===== config.mk =====
export PLATFORM = sky130hd
export DESIGN_NAME = pipeline_skid_reg
export DESIGN_NICKNAME = d
export VERILOG_FILES = /design/src/rtl/pipeline_skid_reg_pkg.sv /design/src/rtl/pipeline_skid_ctrl.sv /design/src/rtl/pipeline_skid_reg.sv
export SDC_FILE = /design/constraint.sdc
export NUM_CORES = 1
export LEC_CHECK = 0
export CAP_MARGIN = 20
export CORE_ASPECT_RATIO = 1.1
export CORE_MARGIN = 2
export CORE_UTILIZATION = 40
export CTS_CLUSTER_DIAMETER = 30
export DETAILED_ROUTE_END_ITERATION = 8
export PLACE_DENSITY_LB_ADDON = 0.08
export SYNTH_ARGS = -nofsm -noshare
export SYNTH_HDL_FRONTEND = slang
export SYNTH_HIERARCHICAL = 1
export SYNTH_SLANG_ARGS = --single-unit

===== constraint.sdc =====
create_clock -name CLK -period 2.3 [get_ports CLK]
set_input_delay 0.69 -clock CLK [delete_from_list [all_inputs] [get_ports CLK]]
set_output_delay 0.69 -clock CLK [all_outputs]
set_load 0.05 [all_outputs]

===== src/rtl/pipeline_skid_reg_pkg.sv =====
// Shared stage-register constants: packed widths, field offsets and reset payloads
// for the RV32IM inter-stage registers built on pipeline_skid_reg.
package pipeline_skid_reg_pkg;

  localparam int unsigned XLEN = 32;

  localparam int unsigned IF_ID_W  = 3 * XLEN;                  // INSTR, PC, PC_4
  localparam int unsigned ID_EX_W  = 5 + 5 + 5 + 4 * XLEN + 16;  // rd/rs1/rs2, 4 data words, control
  localparam int unsigned EX_MEM_W = 5 + 3 * XLEN + 8;           // rd, ALU/store/PC_4, control
  localparam int unsigned MEM_WB_W = 5 + 4 * XLEN + 2 + 1;       // rd, 4 data words, WB_SEL, REG_WRITE

  // MEM/WB field offsets, LSB first
  localparam int unsigned MEM_WB_REG_WRITE_O = 0;
  localparam int unsigned MEM_WB_WB_SEL_O    = 1;
  localparam int unsigned MEM_WB_ALU_O       = 3;
  localparam int unsigned MEM_WB_MEM_O       = MEM_WB_ALU_O + XLEN;
  localparam int unsigned MEM_WB_PC_4_O      = MEM_WB_MEM_O + XLEN;
  localparam int unsigned MEM_WB_IMM_O       = MEM_WB_PC_4_O + XLEN;
  localparam int unsigned MEM_WB_RD_O        = MEM_WB_IMM_O + XLEN;

  // IF/ID field offsets, LSB first
  localparam int unsigned IF_ID_PC_4_O  = 0;
  localparam int unsigned IF_ID_PC_O    = XLEN;
  localparam int unsigned IF_ID_INSTR_O = 2 * XLEN;

  localparam logic [XLEN-1:0] PC_4_RESET = 32'hFFFF_FFFC;

  localparam logic [IF_ID_W-1:0]  IF_ID_RESET  = {{(IF_ID_W - XLEN){1'b0}}, PC_4_RESET};
  localparam logic [MEM_WB_W-1:0] MEM_WB_RESET =
    {{(MEM_WB_W - MEM_WB_PC_4_O - XLEN){1'b0}}, PC_4_RESET, {MEM_WB_PC_4_O{1'b0}}};

  function automatic logic [MEM_WB_W-1:0] mem_wb_pack(
    input logic [4:0]      rd,
    input logic [XLEN-1:0] imm,
    input logic [XLEN-1:0] pc_4,
    input logic [XLEN-1:0] mem_data,
    input logic [XLEN-1:0] alu,
    input logic [1:0]      wb_sel,
    input logic            reg_write
  );
    return {rd, imm, pc_4, mem_data, alu, wb_sel, reg_write};
  endfunction

endpackage


===== src/rtl/pipeline_skid_ctrl.sv =====
// Occupancy control for the skid register: main/skid valid bits, handshake decode
// and the load enables / mux select for the datapath in the top.
module pipeline_skid_ctrl
  import pipeline_skid_reg_pkg::*;
(
  input  logic CLK,
  input  logic RESET,
  input  logic BUSYWAIT,
  input  logic FLUSH,
  input  logic IN_VALID,
  input  logic OUT_READY,
  output logic IN_READY,
  output logic main_v,
  output logic skid_v,
  output logic load_main,
  output logic main_from_skid,
  output logic load_skid
);

  logic acc;
  logic dep;
  logic main_v_nxt;
  logic skid_v_nxt;

  assign IN_READY = !skid_v && !BUSYWAIT;
  assign acc      = IN_VALID && IN_READY;
  assign dep      = main_v && OUT_READY && !BUSYWAIT;

  // acc and dep both fold in BUSYWAIT, so a freeze falls through every branch as a hold
  always_comb begin
    load_main      = 1'b0;
    main_from_skid = 1'b0;
    load_skid      = 1'b0;
    main_v_nxt     = main_v;
    skid_v_nxt     = skid_v;
    if (skid_v) begin
      if (dep) begin
        load_main      = 1'b1;
        main_from_skid = 1'b1;
        skid_v_nxt     = 1'b0;
      end
    end else if (main_v) begin
      if (acc && dep) begin
        load_main = 1'b1;
      end else if (acc) begin
        load_skid  = 1'b1;
        skid_v_nxt = 1'b1;
      end else if (dep) begin
        main_v_nxt = 1'b0;
      end
    end else if (acc) begin
      load_main  = 1'b1;
      main_v_nxt = 1'b1;
    end
    if (FLUSH) begin
      load_main      = 1'b0;
      main_from_skid = 1'b0;
      load_skid      = 1'b0;
      main_v_nxt     = 1'b0;
      skid_v_nxt     = 1'b0;
    end
  end

  always_ff @(posedge CLK or negedge RESET) begin
    if (!RESET) begin
      main_v <= 1'b0;
      skid_v <= 1'b0;
    end else begin
      main_v <= main_v_nxt;
      skid_v <= skid_v_nxt;
    end
  end

endmodule


===== src/rtl/pipeline_skid_reg.sv =====
// Parametrised inter-stage pipeline register with valid/ready handshake, 2-entry skid
// buffer, synchronous flush, BUSYWAIT freeze and a saturating stall-cycle counter.
module pipeline_skid_reg
  import pipeline_skid_reg_pkg::*;
#(
  parameter int unsigned                  DATA_WIDTH  = MEM_WB_W,
  parameter logic [DATA_WIDTH-1:0]        RESET_VALUE = '0,
  parameter int unsigned                  CNT_WIDTH   = 16
) (
  input  logic                  CLK,
  input  logic                  RESET,
  input  logic                  BUSYWAIT,
  input  logic                  FLUSH,
  input  logic                  IN_VALID,
  output logic                  IN_READY,
  input  logic [DATA_WIDTH-1:0] IN_DATA,
  output logic                  OUT_VALID,
  input  logic                  OUT_READY,
  output logic [DATA_WIDTH-1:0] OUT_DATA,
  output logic [CNT_WIDTH-1:0]  STALL_COUNT
);

  logic                  main_v;
  logic                  skid_v;
  logic                  load_main;
  logic                  main_from_skid;
  logic                  load_skid;
  logic [DATA_WIDTH-1:0] skid_d;

  pipeline_skid_ctrl u_ctrl (
    .CLK            (CLK),
    .RESET          (RESET),
    .BUSYWAIT       (BUSYWAIT),
    .FLUSH          (FLUSH),
    .IN_VALID       (IN_VALID),
    .OUT_READY      (OUT_READY),
    .IN_READY       (IN_READY),
    .main_v         (main_v),
    .skid_v         (skid_v),
    .load_main      (load_main),
    .main_from_skid (main_from_skid),
    .load_skid      (load_skid)
  );

  assign OUT_VALID = main_v;

  always_ff @(posedge CLK or negedge RESET) begin
    if (!RESET) begin
      OUT_DATA <= RESET_VALUE;
    end else if (FLUSH) begin
      OUT_DATA <= RESET_VALUE;
    end else if (load_main) begin
      OUT_DATA <= main_from_skid ? skid_d : IN_DATA;
    end
  end

  // skid data is not cleared on flush; skid_v already marks it dead
  always_ff @(posedge CLK or negedge RESET) begin
    if (!RESET) begin
      skid_d <= '0;
    end else if (load_skid) begin
      skid_d <= IN_DATA;
    end
  end

  always_ff @(posedge CLK or negedge RESET) begin
    if (!RESET) begin
      STALL_COUNT <= '0;
    end else if ((BUSYWAIT || (main_v && !OUT_READY)) && (STALL_COUNT != '1)) begin
      STALL_COUNT <= STALL_COUNT + 1'b1;
    end
  end

endmodule


; Word-level counts from Yosys, hierarchy flattened
; Index checks and enable logic that the tools add are counted.
[word_totals]
elab_cells = 43
ff_bits = 290
[op_classes]
n_eq_ne = 2
addsub = 1
muxes = 23
reduce_logical = 12
[op_table]
columns = operator, count
row1 = 136-bit 2-to-1 mux, 3
row2 = 1-bit 2-to-1 mux, 20
row3 = "16-bit by 1-bit adder with 16-bit output, second input constant", 1
row4 = "16-bit != test, second input constant", 1
row5 = 1-bit logical AND, 7
row6 = 1-bit zero test, 3
row7 = "2-bit != test, second input constant", 1
row8 = 2-bit nonzero test, 1
row9 = 1-bit logical OR, 1

; Depth between registers and ports, before layout
[depth]
ltp_word = 10
mapped_depth = 7
depth_no_buf = 5

; Hierarchy
; The synthesis kept the hierarchy.
[modules_own_cells]
columns = mod, cells_per_inst, instances, area_per_inst_um2, seq_area_each_um2
row1 = pipeline_skid_reg, 965, 1, 12444.4, 7206.9
row2 = pipeline_skid_ctrl, 19, 1, 170.2, 50.0

; Worst setup path before layout
; OpenSTA, ideal clock, no wires.
[synth_path]
kind = register to register
start = register u_ctrl.main_v
end = register skid_d[100]
path_buffers = 3
t_required_ps = 2175
slack_ps = -191
arrival_ps = 2366
period_less_slack_ps = 2491
stages_incl_launch_ff = 7
path_cell_list = dfrtp_1 -> or3b_1 -> nor4b_2 -> clkbuf_1 -> buf_2 -> buf_2 -> mux2_2
[synth_between]
elab_chain_len = 7
[synth_rtl]
columns = item, line_no
row1 = start: declaration, pipeline_skid_ctrl.sv:13  ; output logic main_v,
row2 = start signal: assignment, pipeline_skid_ctrl.sv:69  ; main_v <= main_v_nxt;
row3 = 1-bit logical AND (2 in a row), pipeline_skid_ctrl.sv:27  ; assign dep = main_v && OUT_READY && !BUSYWAIT;
row4 = 1-bit logical AND, pipeline_skid_ctrl.sv:43  ; if (acc && dep) begin
row5 = 1-bit 2-to-1 mux, pipeline_skid_ctrl.sv:43
row6 = 1-bit 2-to-1 mux (*), pipeline_skid_ctrl.sv:42  ; end else if (main_v) begin
row7 = 1-bit 2-to-1 mux (*), pipeline_skid_ctrl.sv:36  ; if (skid_v) begin
row8 = 1-bit 2-to-1 mux (*), pipeline_skid_ctrl.sv:55  ; if (FLUSH) begin
row9 = net load_skid, pipeline_skid_reg.sv:27  ; logic load_skid;
row10 = end signal: assignment, pipeline_skid_reg.sv:60  ; skid_d <= '0;
row11 = end signal: assignment, pipeline_skid_reg.sv:62  ; skid_d <= IN_DATA;
row12 = end: declaration, pipeline_skid_reg.sv:28  ; logic [DATA_WIDTH-1:0] skid_d;
; Mark *: on every way through the listed nets, which the timed path passes. The rest lies on a longest branch.
; A chain may end at the register's enable or synchronous reset.

; Worst setup path after layout
[layout_path]
start = register STALL_COUNT[9]
end = output port STALL_COUNT[9]
[layout_rtl]
columns = item, line_no
row1 = start: declaration, pipeline_skid_reg.sv:20  ; output logic [CNT_WIDTH-1:0] STALL_COUNT
row2 = start signal: assignment, pipeline_skid_reg.sv:70  ; STALL_COUNT <= STALL_COUNT + 1'b1;
; No word-level cell between the ends.

==> results.toml <==
[synth]
postSynthAreaPerCell_um2 = 12.82
synthDistinctLibCells = 44
syn_area_mm2 = 0.01261
ys.flop_type = "dfrtp_1"
async_flop_share = 1.000
synth-edff-count = 0
syn-instance-count = 984
synth_seq_cells = 290
yosysSeqAreaShare = 0.5753
ys_warn_count = 6
synth_nets = 1127

[sta]
rsz0062_at_grt = "no"
tightest_slew_ns = 0.6993
hold_violations = 0
setup_tns_ns = 0
slew_violations = 0
fin_crit_ns = 2.216
setup_slack_ns = 0.08372
setup_viol = 0
clock_skew_ns = 0.01119
max_freq_mhz = 451.2
slew_headroom = 0.5338
fin_crit_sh = 0.9636

[clock_network]
cts_max_path_buffers = 3
clkLatencyLatePin_ns = 0.55
numCtsBuffers = 71
clk_pin_slew_ns = 0.04
htree_levels = 3
root_buffer = "clkbuf_16"
cts_setup_buffers = 0
postCtsHoldBufs = 0
numClockSinks = 290
cts_tree = "done"
post_cts_resized = 121

[global_route]
grt_antenna_before_repair = 0
grt.total_usage = 0.1991
grt_pass1_wl_um = 52360
grt.overflow.total = 0
grt_max_degree = 56
grt_pass1_vias = 9578

[power_and_ir_drop]
power.share.sequential = 0.337
p_leak_nw = 8.479
p_per_area_mw_per_mm2 = 973.7
p_sw_mw = 4.803
p_clk_frac = 0.523
p_int_mw = 13.60
peakVddDrop_mv = 0.6009
p_comb_frac = 0.140
swShare = 0.2609

[worst_setup_path]
cp_max_fo = 4
crit_arrival_ns = 1.53
start_kind = "flip-flop"
crit_family = "buffers and inverters"
setup.worst_path.end_class = "output port"
cp_slowest_cell = "dlygate4sd2_1"
worstPathCellList = "dlygate4sd2_1"
critPathKind = "reg2out"
path_buf_inv = 1
slowest_delay_ns = 0.56
cp_data_required_time_ns = 1.61

[final_layout]
fin_nets = 1493
layout_commonest_cell = "dfrtp_1"
final_core_util = 0.6054
fillCellCount = 2572
num_antenna_cells = 0
area_growth_pct = 49.86
drive_gt1_frac = 0.2667
fin_cells = 1826
multiInputGateArea_mm2 = 0.005044
final_cell_mix = "289 x dfrtp_1, 144 x nor2_1, 138 x clkdlybuf4s50_1"
seq_area_mm2 = 0.007258

[placed_design]
preCtsSetupSlack_ns = -0.5749
portBuffers = 295
place_congestion = 0.7695
placed_cells = 1697
dp_hpwl_um = 22050

[status]
status = "completed"

[floorplanning]
rows = 68
coreArea_mm2 = 0.03122
dieArea_mm2 = 0.03297
initial_core_util = 0.4040
die_h_um = 190.3
die_width_um = 173.3
ios = 296

[routing]
route.antenna.remaining_nets = 0
wl_um = 32140
routed-via-count = 9091
first_iter_violations = 356
wl_per_cell_um = 17.60
drc = 0
vias_per_cell = 4.979
first_pass_iters = 4

[run]
maxCapViolCount = 0

[worst_hold_path]
hp-class = "in2async"
area by class of cell:
class	instances	share of cell area
repair buffers	368	0.1968
multi-input cells	617	0.2668
clock buffers	99	0.1065
well taps	420	0.02780
inverters	2	0.0003971
flip-flops and latches	290	0.3839
clock inverters	30	0.01780
per-layer routing:
metal	GRT usage	part of all wire	vias to the layer above
met2	0.3163	0.46	263
li1	-	-	4331
met1	0.2505	0.43	4432
met5	0	0	-
met3	0.07077	0.082	65
met4	0.07627	0.027	0
cells by family after synthesis:
kind of cell / share of synthesized area
AOI/OAI and AO/OA: 0.08699
xor gates and xnor gates: 0.008332
adders and majority gates: 0.0009917
buffers and inverters: 0.02688
DFF: 0.5753
muxes: 0.2317
and+or+nand+nor: 0.06983
power by group through the flow:
stage          combinational, mW  clock (mW)  sequential [mW]
3_3_place_gp                2.66           0             6.25
4_1_cts                     2.61        9.85             6.20
2_1_floorplan              0.899           0             6.92
3_5_place_dp                2.71           0             6.27
6_report                    2.57        9.63             6.20
5_1_grt                     2.77        10.1             6.29
state kept, by name (all words and copies together), names as in the netlist:
| signal | count |
|---|---|
| OUT_DATA | 136 |
| skid_d | 136 |
| STALL_COUNT | 16 |
| u_ctrl/main_v | 1 |
| u_ctrl/skid_v | 1 |
synth_stat cells (all sizes together), types with 3 or more instances:
cell type,instances,area share
nand4,4,0.0049
dfrtp,290,0.58
a211oi,137,0.083
xor2,10,0.0069
nor2,146,0.044
buf,39,0.016
nand2,6,0.0018
nand3,4,0.0024
nor3,5,0.0020
mux2,138,0.12
clkbuf,36,0.011
nor4b,3,0.0031
mux2i,136,0.11
nor4,3,0.0027
stage by stage:
stage / instance area, um^2 / hold slack, ns / total power [mW]
global route: 18900 / 0.1020 / 19.20
floorplan: 12630 / 0.3944 / 7.814
detailed placement: 16700 / 0.4955 / 8.978
global placement: 16700 / 0.4890 / 8.916
CTS: 18900 / 0.08360 / 18.66
finish: 18900 / 0.08698 / 18.41
path summary, 6_finish.rpt:
| path | startpoint | to | slack [ns] | depth (start not counted) |
|---|---|---|---|---|
| worst max-delay path | STALL_COUNT[9] | STALL_COUNT[9] | 0.08 | 1 |
| min in group CLK | skid_d[6] | skid_d[6] | 0.50 | 1 |
| max in group asynchronous | RESET | skid_d[59] | 1.47 | 2 |
| worst min register to register | skid_d[6] | skid_d[6] | 0.50 | 1 |
| worst min-delay path | RESET | STALL_COUNT[0] | 0.09 | 1 |
| worst max register to register | u_ctrl/main_v | skid_d[27] | 0.15 | 5 |
Note: power is estimated with default switching activity, not from simulation.
==> RTL edit (same settings) <==
The parameter `CNT_WIDTH` goes from 16 to 32.
--- a/src/rtl/pipeline_skid_reg.sv
+++ b/src/rtl/pipeline_skid_reg.sv
@@ -6,5 +6,5 @@
   parameter int unsigned                  DATA_WIDTH  = MEM_WB_W,
   parameter logic [DATA_WIDTH-1:0]        RESET_VALUE = '0,
-  parameter int unsigned                  CNT_WIDTH   = 16
+  parameter int unsigned                  CNT_WIDTH   = 32
 ) (
   input  logic                  CLK,
Ports: changed (resized STALL_COUNT); port bits go from 296 to 312. No check against the original RTL was run, so the function may have changed too.
==> RTL edit against the unedited design <==
  * Power rose by 4.2%
  * Sequential cell count rose by 16
  * Wire length rose by 7.4%
  * Maximum frequency fell by 0.22%
  * Area after synthesis rose by 6.0%
  * Utilization fell by 0.23 points
  * Critical path depth did not move
  * Synthesized cell count rose by 7.6%
  * Design area rose by 5.6%
  * Non-clock buffer count rose by 15
  * Sequential share of layout area barely moved
  * Worst setup slack got worse by 0.0048 ns
  * Critical path type unchanged
==> RTL edit: results (changes against the unedited design) <==
Routing
  – Drt pass-1 iters: 4 (unchanged)
  – Total wire length: 34,500 um (+7.4%)
  – Wirelength per Cell: 17.9 um (+1.6%)
  – Initial DRC Count: 408 (+15%)
  – Routed vias/inst: 5.05 (+1.4%)

Timing
  – Clock Skews: 0.0159 ns (+0.00475 ns)
  – Min Clock Period, post-route: 2.22 ns (+0.00478 ns)
  – Worst-margin pin slew: 0.877 ns (+0.178 ns)
  – Final hold viol count: 0 (unchanged)
  – WHS: 0.491 ns (+0.404 ns)

Synth
  – Mapped Cells: 1,059 (+7.6%)
  – Largest cells by area after synthesis: dfrtp_1 57%, mux2_2 12%, mux2i_1 10%
  – Library cells used by synthesis: 45 (+2.3%)
  – Seq/Total Area, Yosys: 57.2% (-0.28 points)
  – Dominant synthesized flop cell: dfrtp_1
  – Synth Net Count: 1,202 (+6.7%)
  – Syn. warnings: 6 (unchanged)
  – Synth cell count leaders: 306 x dfrtp_1, 149 x nor2_1, 137 x mux2_2
  – Post-synth ARST share: 100% (unchanged)

Placed design
  – Routability cong.: 0.772 (+0.26%)
  – IO buf count: 311 (+5.4%)
  – Placed Cells: 1,796 (+5.8%)
  – Post-Place Setup Slack: -0.528 ns (+0.0465 ns)
  – Dpl hpwl: 23,500 um (+6.4%)
  – Cell Area, Placed: 17,600 um2 (+5.6%)

Global route
  – Largest net degree at the start of global routing: 83 (+48%)
  – Wire length of the first global-routing pass: 55,700 um (+6.5%)
  – Total Routing Usage GR: 20.2% (+0.24 points)
  – Antenna violations before repair: 1 (+1)
  – Vias in the first global route: 10,300 (+7.1%)
  – GRT overflow: 0 (unchanged)

Hold path
  – Worst hold path endpoint: STALL_COUNT[26]
  – Hold path cells: 1
  – HP Start: STALL_COUNT[26]
  – Hold Path Class: register to register

Critical path
  – Worst reg2reg path depth: 5 (unchanged)
  – R2R Setup Slk: 0.29 ns (+0.14 ns)
  – Reg2Reg Launch Point: u_ctrl/main_v
  – Crit path max-delay family: buffers and inverters
  – CP Capture Point: STALL_COUNT[18]
  – Worst Path Max Fanout: 6 (+2)
  – Worst reg2reg endpoint: skid_d[30]
  – Crit. Startpoint: STALL_COUNT[18]

CTS
  – Clk_lat worst skew: 0.55 ns (about the same)
  – Largest buffer count on any clock path: 3 (unchanged)
  – Root buffer cell: clkbuf_16
  – Postcts setup bufs: 0 (unchanged)
  – CTS Buf Count: 73 (+2.8%)
  – Clock slew at reported path FFs: 0.04 ns (about the same)

Finish
  – NumNets Final: 1,583 (+6.0%)
  – Share of post-route cells with drive strength above 1: 25.3% (-1.4 points)
  – Biggest regs: OUT_DATA x136, skid_d x136, STALL_COUNT x32

Pwr
  – Maximum vdd drop: 597 uV (-0.58%)
  – Lkg Pwr: 0.00902 uW (+6.4%)

Outcome
  – Status: completed
[RTL edit: cell count changes after synthesis, moves of 4 or more]
cell,unedited run,this run
and3_1,0,8
buf_1,9,4
nand4_1,1,14
buf_2,25,19
xnor2_1,2,21
nor2_1,145,149
buf_4,5,0
clkbuf_1,36,52
nand3_1,2,14
dfrtp_1,290,306
[RTL edit: area by class of cell]
| cell class | count | area, um2 |
|---|---|---|
| fillers | 2779 | 13100 |
| flip-flops and latches | 306 | 7660 |
| multi-input cells | 672 | 5400 |
| repair buffers | 383 | 3860 |
| clock buffers | 93 | 2040 |
| well taps | 432 | 541 |
| clock inverters | 39 | 444 |
| inverters | 4 | 15.0 |
| diodes | 1 | 2.50 |
[RTL edit: routing by layer]
metal	vias up	part of all wire (%)	global-route usage, %
li1	4635	-	-
met1	4790	43	26.3
met2	258	47	31.9
met3	58	7.3	6.45
met4	0	1.9	6.32
met5	-	0	0
[RTL edit: kinds of logic (layout without fill, tap and decap cells)]
family,Yosys count,in the layout,share of synthesized area [%]
AO/OA/AOI/OAI,144,144,8.35
adder cells (fa/ha/maj),1,1,0.0935
AND/OR/NAND/NOR,224,224,8.07
flip-flops,306,306,57.2
XOR/XNOR,30,30,1.96
multiplexers,273,273,21.7
other,0,1,0
buffers and inverters,81,519,2.56
[RTL edit: repair_timing]
action,CTS,global route
hold buffers,1,0
gates resized for setup,142,0
endpoints found under the hold margin,25,0
setup endpoints to repair,141,0
[RTL edit: report_power, final]
part           internal (uW)  switching, uW
combinational           1060           1410
clock                   7140           3130
sequential              6050            393
total                  14200           4930
